<file path="src/rtl/tri_bus_pkg.sv">
// Shared definitions for the two-source tri-state bus arbiter:
// FSM state encoding, mux select constants and the round-robin pick helper.
package tri_bus_pkg;

  typedef enum logic [1:0] {
    IDLE = 2'd0,
    OWN0 = 2'd1,
    OWN1 = 2'd2,
    TURN = 2'd3
  } arb_state_t;

  // Downstream tri-state mux select encoding
  localparam logic SEL_SRC0 = 1'b0;
  localparam logic SEL_SRC1 = 1'b1;

  // Chooses the next owner among the current requesters. last is the
  // source served most recently; on a tie the other source wins.
  // The result is meaningful only when at least one request is high.
  function automatic logic rr_pick(input logic r0, input logic r1, input logic last);
    logic pick;
    pick = SEL_SRC0;
    if (r1 && !r0) begin
      pick = SEL_SRC1;
    end else if (r0 && r1 && (last == SEL_SRC0)) begin
      pick = SEL_SRC1;
    end
    return pick;
  endfunction

endpackage

</file>
<file path="src/rtl/tri_bus_hold_timer.sv">
// Grant hold timer for the tri-state bus arbiter. Cleared when a new grant
// starts, advanced on every owned cycle, and flags the final allowed grant
// cycle so the arbiter releases the bus at the end of it.
module tri_bus_hold_timer
  import tri_bus_pkg::*;
#(
  parameter int MAX_HOLD = 16
) (
  input  logic clk,
  input  logic rst_n,
  input  logic load,
  input  logic count,
  output logic expire
);

  localparam int CW = (MAX_HOLD > 1) ? $clog2(MAX_HOLD) : 1;
  localparam logic [CW-1:0] LAST_CNT = CW'(MAX_HOLD - 1);

  logic [CW-1:0] cnt_reg;

  // Count owned cycles since the grant started; saturate on the last one
  always_ff @(posedge clk or negedge rst_n) begin
    if (!rst_n) begin
      cnt_reg <= '0;
    end else if (load) begin
      cnt_reg <= '0;
    end else if (count && (cnt_reg != LAST_CNT)) begin
      cnt_reg <= cnt_reg + 1'b1;
    end
  end

  // The current owned cycle is the MAX_HOLD-th one
  assign expire = (cnt_reg == LAST_CNT);

endmodule

</file>
<file path="src/rtl/tri_bus_arbiter.sv">
// Two-source round-robin arbiter driving a downstream tri-state bus mux.
// Every ownership change passes through a one-cycle TURN gap with the bus
// released, so the two drivers can never overlap. All outputs registered.
// Optional build macro: TRI_BUS_TIMEOUT_EN -- limits each grant to MAX_HOLD
// cycles and then forces a TURN even if the owner still requests.
module tri_bus_arbiter
  import tri_bus_pkg::*;
#(
  parameter int WIDTH    = 8,
  parameter int MAX_HOLD = 16
) (
  input  logic             clk,
  input  logic             rst_n,
  input  logic             req0,
  input  logic             req1,
  input  logic [WIDTH-1:0] data0,
  input  logic [WIDTH-1:0] data1,
  output logic             gnt0,
  output logic             gnt1,
  output logic             sel,
  output logic             oe,
  output logic [WIDTH-1:0] bus_data,
  output logic             bus_valid
);

  arb_state_t       state_reg;
  logic             gnt0_reg;
  logic             gnt1_reg;
  logic             sel_reg;
  logic             oe_reg;
  logic             last_reg;
  logic [WIDTH-1:0] bus_data_reg;
  logic             bus_valid_reg;

  logic             arb_any;
  logic             arb_pick;
  logic             hold_expire;

  // Arbitration decision taken whenever nobody owns the bus (IDLE or TURN)
  always_comb begin
    arb_any  = req0 | req1;
    arb_pick = rr_pick(req0, req1, last_reg);
  end

`ifdef TRI_BUS_TIMEOUT_EN
  logic owner_state;
  logic timer_load;

  assign owner_state = (state_reg == OWN0) || (state_reg == OWN1);
  assign timer_load  = !owner_state && arb_any;

  tri_bus_hold_timer #(
    .MAX_HOLD(MAX_HOLD)
  ) u_hold_timer (
    .clk    (clk),
    .rst_n  (rst_n),
    .load   (timer_load),
    .count  (owner_state),
    .expire (hold_expire)
  );
`else
  // Ownership lasts until the owner releases its request
  assign hold_expire = 1'b0;
`endif

  // Ownership FSM with registered grant, select and drive-enable outputs
  always_ff @(posedge clk or negedge rst_n) begin
    if (!rst_n) begin
      state_reg <= IDLE;
      gnt0_reg  <= 1'b0;
      gnt1_reg  <= 1'b0;
      sel_reg   <= SEL_SRC0;
      oe_reg    <= 1'b0;
      // Pretend source 1 was served last so source 0 wins the first tie
      last_reg  <= SEL_SRC1;
    end else begin
      case (state_reg)
        IDLE, TURN: begin
          if (arb_any) begin
            if (arb_pick == SEL_SRC1) begin
              state_reg <= OWN1;
              gnt0_reg  <= 1'b0;
              gnt1_reg  <= 1'b1;
              sel_reg   <= SEL_SRC1;
            end else begin
              state_reg <= OWN0;
              gnt0_reg  <= 1'b1;
              gnt1_reg  <= 1'b0;
              sel_reg   <= SEL_SRC0;
            end
            oe_reg <= 1'b1;
          end else begin
            state_reg <= IDLE;
            gnt0_reg  <= 1'b0;
            gnt1_reg  <= 1'b0;
            oe_reg    <= 1'b0;
          end
        end

        OWN0: begin
          if (!req0 || hold_expire) begin
            state_reg <= TURN;
            gnt0_reg  <= 1'b0;
            gnt1_reg  <= 1'b0;
            oe_reg    <= 1'b0;
            last_reg  <= SEL_SRC0;
          end else begin
            gnt0_reg  <= 1'b1;
            gnt1_reg  <= 1'b0;
            oe_reg    <= 1'b1;
          end
        end

        OWN1: begin
          if (!req1 || hold_expire) begin
            state_reg <= TURN;
            gnt0_reg  <= 1'b0;
            gnt1_reg  <= 1'b0;
            oe_reg    <= 1'b0;
            last_reg  <= SEL_SRC1;
          end else begin
            gnt0_reg  <= 1'b0;
            gnt1_reg  <= 1'b1;
            oe_reg    <= 1'b1;
          end
        end

        default: begin
          state_reg <= IDLE;
          gnt0_reg  <= 1'b0;
          gnt1_reg  <= 1'b0;
          oe_reg    <= 1'b0;
        end
      endcase
    end
  end

  // Capture the driven source's data while the bus is enabled; hold otherwise
  always_ff @(posedge clk or negedge rst_n) begin
    if (!rst_n) begin
      bus_data_reg  <= '0;
      bus_valid_reg <= 1'b0;
    end else begin
      bus_valid_reg <= oe_reg;
      if (oe_reg) begin
        bus_data_reg <= (sel_reg == SEL_SRC1) ? data1 : data0;
      end
    end
  end

  assign gnt0      = gnt0_reg;
  assign gnt1      = gnt1_reg;
  assign sel       = sel_reg;
  assign oe        = oe_reg;
  assign bus_data  = bus_data_reg;
  assign bus_valid = bus_valid_reg;

endmodule

</file>
<file path="config.mk">
export PLATFORM = sky130hd
export DESIGN_NAME = tri_bus_arbiter
export DESIGN_NICKNAME = d
export VERILOG_FILES = /design/src/rtl/tri_bus_pkg.sv /design/src/rtl/tri_bus_hold_timer.sv /design/src/rtl/tri_bus_arbiter.sv
export SDC_FILE = /design/constraint.sdc
export NUM_CORES = 1
export LEC_CHECK = 0
export ABC_AREA = 1
export BUFFER_PORTS_ARGS = -buffer_cell sky130_fd_sc_hd__buf_2
export CORE_UTILIZATION = 48
export CTS_CLUSTER_SIZE = 28
export DETAILED_ROUTE_END_ITERATION = 8
export HOLD_SLACK_MARGIN = 0.02
export MAX_ROUTING_LAYER = met4
export PLACE_DENSITY = 0.81
export SKIP_CTS_REPAIR_TIMING = 1
export SLEW_MARGIN = 20
export SYNTH_ARGS = -nofsm -noshare
export SYNTH_HDL_FRONTEND = slang
export SYNTH_SLANG_ARGS = --single-unit
</file>
<file path="constraint.sdc">
create_clock -name clk -period 1.7 [get_ports clk]
set_input_delay 0 -clock clk [delete_from_list [all_inputs] [get_ports clk]]
set_output_delay 0 -clock clk [all_outputs]
set_load 0.005 [all_outputs]
</file>
==> impl.org <==
** Job
- Across the run, the number of max-cap violations was 0.

** Timing
- Across all hold checks on the routed design, the worst slack comes to -0.01818 ns.
- The final-report max-slew violation count came to 0.
- The final hold violation count is 1.
- Setup repair after global routing left no endpoint under its margin.
- Min Clock Period, post-route :: 1.600 ns
- Across the routed clock network, the largest skew measured is 0.0006934 ns.
- Share of the clock period used by the worst path after layout :: 94.12%
- Setup slack closes at 0.09999 ns.
- Summed over all failing endpoints, the final setup total negative slack is 0 ns.
- Setup violations remaining at the end of the flow were counted as 0.
- The worst pin sits at a relative slew slack of 58.27%.
- Slew of the pin with the lowest slew margin :: 0.6260 ns
- Timing would allow up to 625.0 MHz.

** Floorplan
- Site Rows :: 13
- The core region is 1383 sq um.
- In this run the horizontal extent of the chip is 41.75 um.
- The floorplan step defined a die boundary enclosing 1743 sq um.
- Once the floorplan was initialized, standard cells occupied 54.84% of the core.
- # IOs :: 33
- Chip Height :: 41.75 um

** Detailed routing
- For this block, the via count after detailed routing is 743.
- Once detail routing completed, the nets flagged for antenna violations numbered 0.
- Before antenna repair, the detailed router went through 5 iterations.
- Using the TritonRoute via totals, the vias-per-cell ratio works out to 5.020.
- Total wirelength of the detailed-routed design :: 1804 um
- In this run, the number of DRC markers left after iteration 0 of detailed routing was 20.
- For this block, wires on met1 add up to 756 um.
- The highest metal layer carrying signal wires in the routed design is met4.
- In the routed design, unresolved DRC markers number 0.
- Routed wire per std cell :: 12.19 um
- Wire segments on met3 add up to 88 um in the final route.
- Detailed routing placed a total of 927 um of wire on met2.

** Global route
- Number of global-route vias before repair :: 593
- Maximum number of pins on one net before global-route repair :: 19
- Global routing consumed, over all layers together, 19.81% of the routing resources.
- Total gr overflow :: 0
- The first global-routing pass estimated 2566 um of wire.
- Number of antenna violations at the first check in global routing :: 0

** Finish
- Area grow syn2layout :: 44.39%
- The post-route netlist has 33.83% of its cells at a drive strength greater than 1.
- Flip-flop count of the largest register after layout :: 8
- The library cell used most frequently in the layout, excluding fill and tap cells, is buf_2.
- Most frequent cells in the layout :: buf_2 (32), nand2_1 (29), dlygate4sd3_1 (16)
- The repair_antennas step left the layout with diodes totalling 0.
- Nets@finish :: 156

** Critical path
- The critical path starts at oe.
- Launching point of the worst reg2reg path :: oe
- Of all nets on the critical path, the largest fanout is 18.
- Signal arrival time at the worst endpoint :: 1.78 ns
- The worst setup path is launched from a register.
- Data on the critical path is required at its endpoint by 1.88 ns.
- Type of element capturing the critical path :: register
- The critical path is of the register to register type.

** Pwr
- Peak supply drop :: 0.0009877 V
- For this design the ratio of total power to cell area is 1682 nW/um^2.
- Reported leakage power :: 0.5633 nW

** Clock network
- Clock latency at the later pin of the worst-skew pair :: 0.29 ns
- In this run the number of H-tree levels came out at 1.
- Clock-pin slew was measured on the worst setup and hold paths at 0.09 ns.
- TritonCTS buffer count :: 3
- CTS saw 16 sinks.
- TritonCTS built the clock tree.
- The clock passes through at most 2 buffers.
- The tree is rooted in a clkbuf_4.

** Run status
- The run finished, with violations left.
- The checks that failed: hold timing.

** Place
- In this run the tool buffered the top-level ports with 32 buffer cells.
- DP Wirelength :: 1045 um
- At the end of routability-driven placement, the weighted congestion stood at 0.8681.
- Worst Setup Slack post-DPL :: 0.4400 ns

** Min path
- The path class of the tightest hold or removal check is input port to register.
- Hold Path Origin :: data1[1]

** Yosys
- Yosys warnings :: 0
- Each instance of the synthesized netlist takes up on average 9.027 sq um.
- After synthesis, flip-flops and latches occupy 52.97% of the total area.
- Netlist area before placement :: 758.2 sq um
- Unique masters post-synth :: 19
- Syn Nets :: 106
- Number of register bits inferred by synthesis :: 16
- Synthesized instance count :: 84
layer usage:
metal,vias up,global-route usage [%]
li1,368,-
met1,333,25.43
met2,37,30.63
met3,5,3.043
met4,0,9.677
met5,-,-
cells by family (layout without fill, tap and decap cells):
logic type	count (synthesis)	after routing	share of synthesized area, %
AND/OR/NAND/NOR	44	44	23.43
buffers and inverters	9	58	8.416
flip-flops	16	16	52.97
AO/OA/AOI/OAI	13	13	11.88
adder cells (fa/ha/maj)	2	2	3.300
power by group:
part,internal (mW),switching [mW],total (mW)
Clock,0.130,0.121,0.252
Combinational,0.391,0.424,0.815
Sequential,0.586,0.189,0.775
cell usage after synthesis:
library cell	count	area, sq um
a31oi_1	6	37.54
nor2_2	2	12.51
inv_4	1	6.260
o21bai_1	1	7.510
buf_4	1	7.510
dfrtp_1	15	375.4
ha_1	2	25.02
nand3_1	2	10.01
inv_1	4	15.01
buf_12	1	20.02
inv_2	1	3.750
nor2_1	9	33.78
a21oi_1	1	5.000
buf_6	1	11.26
nand2_1	29	108.9
dfstp_2	1	26.28
nand2_2	2	12.51
a31oi_2	2	25.02
o21ai_0	3	15.01
critical path, stage by stage (launching register included):
cell	delay, ns
dfrtp_1	0.75
a31oi_2	0.15
dlygate4sd3_1	0.58
layout make-up:
class,instances,area [sq um]
multi-input combinational,59,292.8
timing repair buffer,48,320.3
inverter,6,25.02
fill,82,287.8
clock buffer,4,36.28
sequential,16,401.6
tap,15,18.77
path summary, 6_finish.rpt:
check,slack [ns],endpoint,cells past startpoint
max reg2reg,0.1,bus_data[0],2
max,0.1,bus_data[0],2
max in group asynchronous,1.26,last_reg,2
min reg2reg,0.48,last_reg,2
min in group asynchronous,0.14,bus_valid,2
min,-0.02,bus_data[1],3
stage by stage:
step           util [%]  power, mW  hold slack, ns  std cells  instance area [sq um]
3_5_place_dp      64.98      1.536        -0.07124        128                  898.4
3_3_place_gp      64.98      1.497        -0.07290        128                  898.4
6_report          79.19      1.842        -0.01818        148                   1095
2_1_floorplan         -      1.335         -0.2956         84                  758.2
5_1_grt           79.19      2.016         0.02075        148                   1095
4_1_cts           67.60      1.783         -0.3851        132                  934.6
Power figures use the tool's default switching activity.
